===== src/rtl/reg_dump_if.sv =====
// Signal bundle between reg_dump and its environment: dump control,
// register-file read port and the captured-word output stream.
interface reg_dump_if;
  logic        start;
  logic        abort;
  logic        rf_ena;
  logic [4:0]  rf_addr;
  logic [31:0] rf_data;
  logic        out_valid;
  logic        out_ready;
  logic [31:0] out_data;
  logic [4:0]  out_idx;
  logic        out_last;
  logic        busy;
  logic        done;

  // The dump engine itself.
  modport slave (
    input  start, abort, rf_data, out_ready,
    output rf_ena, rf_addr, out_valid, out_data, out_idx, out_last, busy, done
  );

  // Controller, register file and word sink.
  modport master (
    output start, abort, rf_data, out_ready,
    input  rf_ena, rf_addr, out_valid, out_data, out_idx, out_last, busy, done
  );
endinterface


===== src/rtl/reg_dump.sv =====
// Walks register indices FIRST_REG..LAST_REG once per start request and
// streams each value out through a valid/ready holding register.
module reg_dump #(
  parameter int FIRST_REG = 0,
  parameter int LAST_REG  = 31
) (
  input  logic      DMP_clk,
  input  logic      DMP_rst_n,
  reg_dump_if.slave bus
);

  if (FIRST_REG < 0 || FIRST_REG > LAST_REG || LAST_REG > 31) begin : g_cfg_check
    $error("reg_dump: FIRST_REG <= LAST_REG <= 31 is required");
  end

  localparam logic [4:0] FIRST_IDX = 5'(FIRST_REG);
  localparam logic [4:0] LAST_IDX  = 5'(LAST_REG);

  typedef enum logic [1:0] {
    S_IDLE,
    S_READ,
    S_HOLD,
    S_DONE
  } state_t;

  state_t      state_q, state_d;
  logic [4:0]  idx_q, idx_d;
  logic [4:0]  rf_addr_q;
  logic        out_valid_q, out_valid_d;
  logic [31:0] out_data_q;
  logic [4:0]  out_idx_q;
  logic        out_last_q;
  logic        capture;
  logic        handshake;

  assign handshake = out_valid_q && bus.out_ready;

  always_comb begin
    state_d     = state_q;
    idx_d       = idx_q;
    out_valid_d = out_valid_q;
    capture     = 1'b0;
    case (state_q)
      S_IDLE: begin
        if (bus.start && !bus.abort) begin
          idx_d   = FIRST_IDX;
          state_d = S_READ;
        end
      end
      S_READ: begin
        if (bus.abort) begin
          state_d = S_IDLE;
        end else begin
          capture     = 1'b1;
          out_valid_d = 1'b1;
          state_d     = S_HOLD;
        end
      end
      S_HOLD: begin
        // Abort takes priority even when the word is accepted in the same cycle.
        if (bus.abort) begin
          out_valid_d = 1'b0;
          state_d     = S_IDLE;
        end else if (handshake) begin
          out_valid_d = 1'b0;
          if (out_last_q) begin
            state_d = S_DONE;
          end else begin
            idx_d   = idx_q + 5'd1;
            state_d = S_READ;
          end
        end
      end
      S_DONE: begin
        state_d = S_IDLE;
      end
      default: begin
        state_d = S_IDLE;
      end
    endcase
  end

  always_ff @(posedge DMP_clk or negedge DMP_rst_n) begin
    if (!DMP_rst_n) begin
      state_q     <= S_IDLE;
      idx_q       <= FIRST_IDX;
      rf_addr_q   <= 5'd0;
      out_valid_q <= 1'b0;
      out_data_q  <= 32'd0;
      out_idx_q   <= 5'd0;
      out_last_q  <= 1'b0;
    end else begin
      state_q     <= state_d;
      idx_q       <= idx_d;
      out_valid_q <= out_valid_d;
      // The read address is registered so it is idx during READ and frozen otherwise.
      if (state_d == S_READ) begin
        rf_addr_q <= idx_d;
      end
      if (capture) begin
        out_data_q <= bus.rf_data;
        out_idx_q  <= idx_q;
        out_last_q <= (idx_q == LAST_IDX);
      end
    end
  end

  assign bus.rf_ena    = (state_q == S_READ);
  assign bus.rf_addr   = rf_addr_q;
  assign bus.out_valid = out_valid_q;
  assign bus.out_data  = out_data_q;
  assign bus.out_idx   = out_idx_q;
  assign bus.out_last  = out_last_q;
  assign bus.busy      = (state_q != S_IDLE);
  assign bus.done      = (state_q == S_DONE);

endmodule


===== src/flat_wrapper.sv =====
// flat-port wrapper written by rule: the top's interface ports become plain ports
module reg_dump_flat 
#(
  parameter int FIRST_REG = 0,
  parameter int LAST_REG  = 31
)
  (DMP_clk, DMP_rst_n, bus_start, bus_abort, bus_rf_data, bus_out_ready, bus_rf_ena, bus_rf_addr, bus_out_valid, bus_out_data, bus_out_idx, bus_out_last, bus_busy, bus_done);
  reg_dump_if bus_i ();
  input  logic DMP_clk;
  input  logic DMP_rst_n;
  input wire logic [$bits(bus_i.start)-1:0] bus_start;
  input wire logic [$bits(bus_i.abort)-1:0] bus_abort;
  input wire logic [$bits(bus_i.rf_data)-1:0] bus_rf_data;
  input wire logic [$bits(bus_i.out_ready)-1:0] bus_out_ready;
  output wire logic [$bits(bus_i.rf_ena)-1:0] bus_rf_ena;
  output wire logic [$bits(bus_i.rf_addr)-1:0] bus_rf_addr;
  output wire logic [$bits(bus_i.out_valid)-1:0] bus_out_valid;
  output wire logic [$bits(bus_i.out_data)-1:0] bus_out_data;
  output wire logic [$bits(bus_i.out_idx)-1:0] bus_out_idx;
  output wire logic [$bits(bus_i.out_last)-1:0] bus_out_last;
  output wire logic [$bits(bus_i.busy)-1:0] bus_busy;
  output wire logic [$bits(bus_i.done)-1:0] bus_done;
  assign bus_i.start = bus_start;
  assign bus_i.abort = bus_abort;
  assign bus_i.rf_data = bus_rf_data;
  assign bus_i.out_ready = bus_out_ready;
  assign bus_rf_ena = bus_i.rf_ena;
  assign bus_rf_addr = bus_i.rf_addr;
  assign bus_out_valid = bus_i.out_valid;
  assign bus_out_data = bus_i.out_data;
  assign bus_out_idx = bus_i.out_idx;
  assign bus_out_last = bus_i.out_last;
  assign bus_busy = bus_i.busy;
  assign bus_done = bus_i.done;
  reg_dump #(.FIRST_REG(FIRST_REG), .LAST_REG(LAST_REG)) u_core (.DMP_clk(DMP_clk), .DMP_rst_n(DMP_rst_n), .bus(bus_i));
endmodule

===== config.mk =====
export PLATFORM = sky130hd
export DESIGN_NAME = reg_dump_flat
export DESIGN_NICKNAME = d
export VERILOG_FILES = /design/src/rtl/reg_dump_if.sv /design/src/rtl/reg_dump.sv /design/src/flat_wrapper.sv
export SDC_FILE = /design/constraint.sdc
export NUM_CORES = 1
export LEC_CHECK = 0
export ABC_AREA = 1
export BUFFER_PORTS_ARGS = -buffer_cell sky130_fd_sc_hd__buf_4
export CAP_MARGIN = 30
export CORE_MARGIN = 3
export CORE_UTILIZATION = 40
export DETAILED_ROUTE_END_ITERATION = 8
export MAX_ROUTING_LAYER = met4
export PLACE_DENSITY = 0.67
export SYNTH_ARGS = -nofsm -noshare
export SYNTH_HDL_FRONTEND = slang
export SYNTH_SLANG_ARGS = --single-unit

===== constraint.sdc =====
create_clock -name DMP_clk -period 2.7 [get_ports DMP_clk]
set_input_delay 0.135 -clock DMP_clk [delete_from_list [all_inputs] [get_ports DMP_clk]]
set_output_delay 0.135 -clock DMP_clk [all_outputs]
set_load 0.1 [all_outputs]

==> results of run 1 <==
[what timing repair did]
item                      CTS  global route
hold endpoints to repair   51             0
gates resized for setup     0             0
hold buffers                1             0
[per-stage QoR]
stage / area (sq um) / instances / utilization, % / hold slack (ns)
floorplan: 2190 / 173 / - / -0.161
global placement: 2870 / 322 / 55.1 / 0.204
detailed placement: 2870 / 322 / 55.1 / 0.203
CTS: 3010 / 331 / 57.8 / 0.0519
global route: 3010 / 331 / 57.8 / 0.0445
finish: 3010 / 331 / 57.8 / 0.0603
[synthesized netlist by cell type, drive strengths merged]
cell   instances  share of area [%]
nor3           1               0.23
a21oi          2               0.46
mux2          32                 21
o21ai         12                2.7
buf            4                1.8
nand4          1               0.29
inv           17                3.0
nor2          11                3.2
ha             2                1.1
nand3          4                1.1
o22ai          2               0.57
nand2         34                6.4
dfrtp         51                 58
[critical path, delay by kind of cell, from the launching register on]
kind / cells / cell delay [ns]
mux: 1 / 0.40
flops: 1 / 0.42
buf+inv: 1 / 0.11
simple gates: 2 / 0.54
[cell usage in the layout (no fill, tap or decap), types with 3 or more instances in the layout]
master	count
buf_4	83
clkbuf_8	5
dfrtp_1	51
inv_1	13
inv_2	3
mux2_2	6
mux2_4	26
nand2_1	31
nand3_1	3
nor2_1	7
nor2_4	4
o21ai_0	10
[cell families after synthesis]
| family | after synthesis | synth area share (%) |
|---|---|---|
| fa+ha+maj | 2 | 1.14 |
| buf+inv | 21 | 4.79 |
| simple gates | 51 | 11.3 |
| flops | 51 | 58.2 |
| compound gates | 16 | 3.76 |
| mux | 32 | 20.9 |
[sequential cells by signal, summed over array words and instances (netlist names)]
| register | count |
|---|---|
| u_core.bus.out_last | 1 |
| u_core.idx_q | 5 |
| u_core.bus.rf_addr | 5 |
| u_core.state_q | 2 |
| u_core.bus.out_idx | 5 |
| u_core.bus.out_valid | 1 |
| u_core.bus.out_data | 32 |
[final timing paths]
path / endpoint / slack, ns / cells after the start
hold reg to reg: u_core.bus.rf_addr[2] / 0.49 / 2
max in group asynchronous: u_core.bus.out_idx[3] / 1.88 / 2
hold / removal: u_core.bus.out_data[19] / 0.06 / 2
setup / recovery: u_core.bus.out_data[5] / 1.09 / 4
setup reg to reg: u_core.bus.out_data[5] / 1.09 / 4
min in group asynchronous: u_core.idx_q[2] / 0.39 / 2
[area by class of cell]
class	instances	area, sq um
Clock buffer	6	72.6
Clock inverter	2	60.1
Fill cell	464	2200
Inverter	17	66.3
Multi-Input combinational cell	101	813
Sequential cell	51	1280
Tap cell	70	87.6
Timing Repair Buffer	84	633
[layer usage]
layer / share of wire (%) / routed length, microns / up-vias / track usage [%]
met5: 0 / 0 / - / -
met4: 0.81 / 36 / 0 / 4.22
met3: 6.5 / 290 / 2 / 3.70
met2: 46 / 2060 / 55 / 22.4
met1: 46 / 2060 / 731 / 20.1
li1: - / - / 741 / -
==> metrics, run 1 <==
TritonRoute pass-1 iters=4; RSZ-0062 raised after global routing=no; relative slew slack=54.9%; ratio of cells with drive above 1 in the final layout=51.3%; # setup viols final=0; clock latency on the worst-skew pair=0.30 ns; critical path startpoint category=register; register bit total from synthesis=51; Synth Warn #=0; Root Buffer=clkbuf_8; CP Max Fanout=46; pre-CTS WS=1.08 ns; Layout area overhead=37.1%; TritonCTS Buffers=5; post-synth cell types=22; CTS Sinks=51; max cap viols=0; Critical path origin=u_core.state_q[0]; worst r2r src=u_core.state_q[0]; Synth Instances=173; Starting Density=42.2%; critical path type=register to register; Post-Syn Nets=212; fin nets=299; Fin. Hold Viols=0; drt drc=0; die area=6410 sq um; wirelength, routed=4.45 mm; CTS tree=done; status=complete, no violations; number of port buffers=83; FP Rows=26; Clock Pin Slew Worst Setup and Hold Paths=0.09 ns; HPWL after DPL=3.18 mm; Fmax=622 MHz; setup TNS=0 ns; crit end category=register; Clock Skew=0.00848 ns; Critical Path Max Stage Delay=0.49 ns; critical hold path startpoint=bus_rf_data[19]; period utilization=59.5%; initial antenna violation count=0; IO Pins=84; Initial DRC Count=70; Die Ht=80.1 microns; crit path DAT=1.80 ns; Die Width=80.1 microns; largest net degree at the start of global routing=52; worst slew pin tran=0.677 ns; sequential area share after synthesis=58.2%; Mapped Area=2190 sq um; RePlAce Congestion=0.775; n_diodes=0; # H-tree levels=2; min cycle time layout=1.61 ns; HP Class=input port to register; vias in the first global route=1537; slowest stage cell, crit path=nand2_4; core box area=5200 sq um; Avg Cell Area, Syn=12.7 sq um; Critical Path RT=2.89 ns; # Post-CTS Setup Buffers=0; grt total ovfl=0; Post-DRT Antenna Nets=0; GRT Util Overall=14.9%; Avg Vias per Cell=4.62; CP Cell Sequence=inv_2, nor2_4, nand2_4, mux2_2; drt wl/cell=13.4 microns; worst setup margin=1.09 ns; Vias=1529; max-slew violations=0; CTS max path bufs=2; global-route wire length before repair=7.20 mm
Power of run 1 is left out: the tool's default activity adds up to more than one toggle a clock period on the data nets, which glitch-free logic cannot reach.
==> run 2, diff against run 1 <==
==> constraint.sdc (replaced) <==
create_clock -name DMP_clk -period 1.7 [get_ports DMP_clk]
set_input_delay 0.085 -clock DMP_clk [delete_from_list [all_inputs] [get_ports DMP_clk]]
set_output_delay 0.085 -clock DMP_clk [all_outputs]
set_load 0.1 [all_outputs]
==> run 2 against run 1 <==
Compared with the run above: non-clock buffer count rose by 19; via count rose by 4.0%; sequential share of layout area shrank 2.6 points; utilization rose by 3.8 points; register-to-register slack got worse by 0.74 ns; critical path depth rose by 3.
==> metrics, run 2 (synthesized netlist as in run 1, its figures left out) <==
status=complete, no violations; critical path type=register to register; Layout area overhead=46.2%; drt drc=0; max cap viols=0; largest net degree at the start of global routing=52; core box area=5200 sq um; Starting Density=42.2%; # setup viols final=0; RSZ-0062 raised after global routing=no; wirelength, routed=4.83 mm; clock latency on the worst-skew pair=0.30 ns; Die Width=80.1 microns; Vias=1590; period utilization=79.0%; Clock power frac=13.3%; leading cell types in the layout, fill and taps excluded=buf_4, dfrtp_1, nand2_1, mux2_4, dlygate4sd3_1; IO Pins=84; PD cells=2010 nW/um^2; CTS tree=done; # Post-CTS Setup Buffers=0; Critical Path RT=1.89 ns; HP Class=input port to register; CP Max Fanout=4; placed inst area=2910 sq um; VDD IR max=1050 uV; vias in the first global route=1623; FP Rows=26; worst slew pin tran=0.625 ns; final instance area=3210 sq um; fin util=61.6%; Fin. Hold Viols=0; dpl cells=324; Initial DRC Count=85; Avg Vias per Cell=4.54; CTS max path bufs=2; Int Pwr=2.93 mW; Root Buffer=clkbuf_8; Clock Skew=0.00755 ns; Die Ht=80.1 microns; min cycle time layout=1.34 ns; CTS Sinks=51; TritonRoute pass-1 iters=4; relative slew slack=58.4%; RePlAce Congestion=0.859; drt wl/cell=13.8 microns; critical path startpoint category=register; number of flip-flops under the largest register name=32; global-route wire length before repair=7.56 mm; crit end category=register; number of port buffers=83; max-slew violations=0; die area=6410 sq um; HPWL after DPL=3.34 mm; Post-DRT Antenna Nets=0; Hold WS=0.0114 ns; n_diodes=0; combinational power share=59.4%; Post-Layout Cell Count=350; initial antenna violation count=0; commonest non-fill, non-tap cell in the layout=buf_4; sw frac=54.5%; Fmax=745 MHz; Clock Pin Slew Worst Setup and Hold Paths=0.09 ns; fin nets=318; ratio of cells with drive above 1 in the final layout=49.6%; grt total ovfl=0; # H-tree levels=2; Lkg Pwr=1.68 nW; part of the power in registers=27.3%; crit path DAT=1.53 ns; GRT Util Overall=15.7%; TritonCTS Buffers=5; Power Total=6.44 mW; switching power=3.51 mW
==> run 2: cell count changes in the layout (fill, tap and decap cells not counted) <==
cell           change
buf_12             +2
clkbuf_8           +1
bufinv_16          -1
dfrtp_2            +1
nand2_1            -1
clkinv_2           +1
clkbuf_1           -1
dfrtp_1            -1
dlygate4sd3_1     +17
nand2_2            +1
==> run 2: layout make-up <==
class | instances | area, sq um
Clock inverter | 2 | 35.0
Multi-Input combinational cell | 101 | 816
Inverter | 17 | 66.3
Clock buffer | 6 | 82.6
Fill cell | 455 | 2000
Tap cell | 70 | 87.6
Sequential cell | 51 | 1280
Timing Repair Buffer | 103 | 843
==> run 2: power groups by stage <==
| stage | clock network, mW | registers, mW | logic [mW] |
|---|---|---|---|
| 2_1_floorplan | 0 | 4.19 | 0.598 |
| 3_3_place_gp | 0 | 1.76 | 3.79 |
| 6_report | 0.860 | 1.76 | 3.82 |
| 5_1_grt | 0.955 | 1.80 | 3.92 |
| 4_1_cts | 0.895 | 1.75 | 3.82 |
| 3_5_place_dp | 0 | 1.77 | 3.80 |
==> run 2: layer usage <==
metal	global-route usage (%)	part of all wire (%)	vias to the layer above
li1	-	-	776
met1	19.5	43	761
met2	25.0	50	51
met3	4.15	6.0	2
met4	5.07	0.83	0
met5	-	0	-
==> run 2: what timing repair did <==
item                                   4_1_cts  5_1_grt
endpoints found under the hold margin       57       11
resized for setup                            0        0
hold buffers                                 7       11
==> run 2: worst paths after layout <==
| path | to | from | cells past startpoint | slack, ns |
|---|---|---|---|---|
| setup / recovery | u_core.bus.rf_addr[2] | u_core.bus.out_valid | 7 | 0.36 |
| hold / removal | u_core.bus.out_data[26] | bus_rf_data[26] | 2 | 0.01 |
| setup reg to reg | u_core.bus.rf_addr[2] | u_core.bus.out_valid | 7 | 0.36 |
| hold reg to reg | u_core.bus.rf_addr[2] | u_core.bus.rf_addr[2] | 2 | 0.49 |
| max in group asynchronous | u_core.bus.out_valid | DMP_rst_n | 2 | 0.88 |
| min in group asynchronous | u_core.bus.out_data[5] | DMP_rst_n | 2 | 0.37 |
==> run 2: through the flow <==
| stage | setup TNS (ns) | setup WS (ns) |
|---|---|---|
| final | 0 | 0.357 |
| after global routing | 0 | 0.238 |
| after CTS | 0 | 0.353 |
| after detailed placement | 0 | 0.366 |
| after global placement | 0 | 0.410 |
| after floorplan | -1.04 | -0.0424 |
==> run 2: critical path, stage by stage, from the launching register on <==
cell and delay (ns):
dfrtp_2 0.39, nand2_1 0.09, nor3_1 0.40, nand2_1 0.10
nand2_1 0.08, nand2_1 0.09, nand3_2 0.06, nand2_1 0.05
No activity file was read; power rests on OpenSTA's default activity.
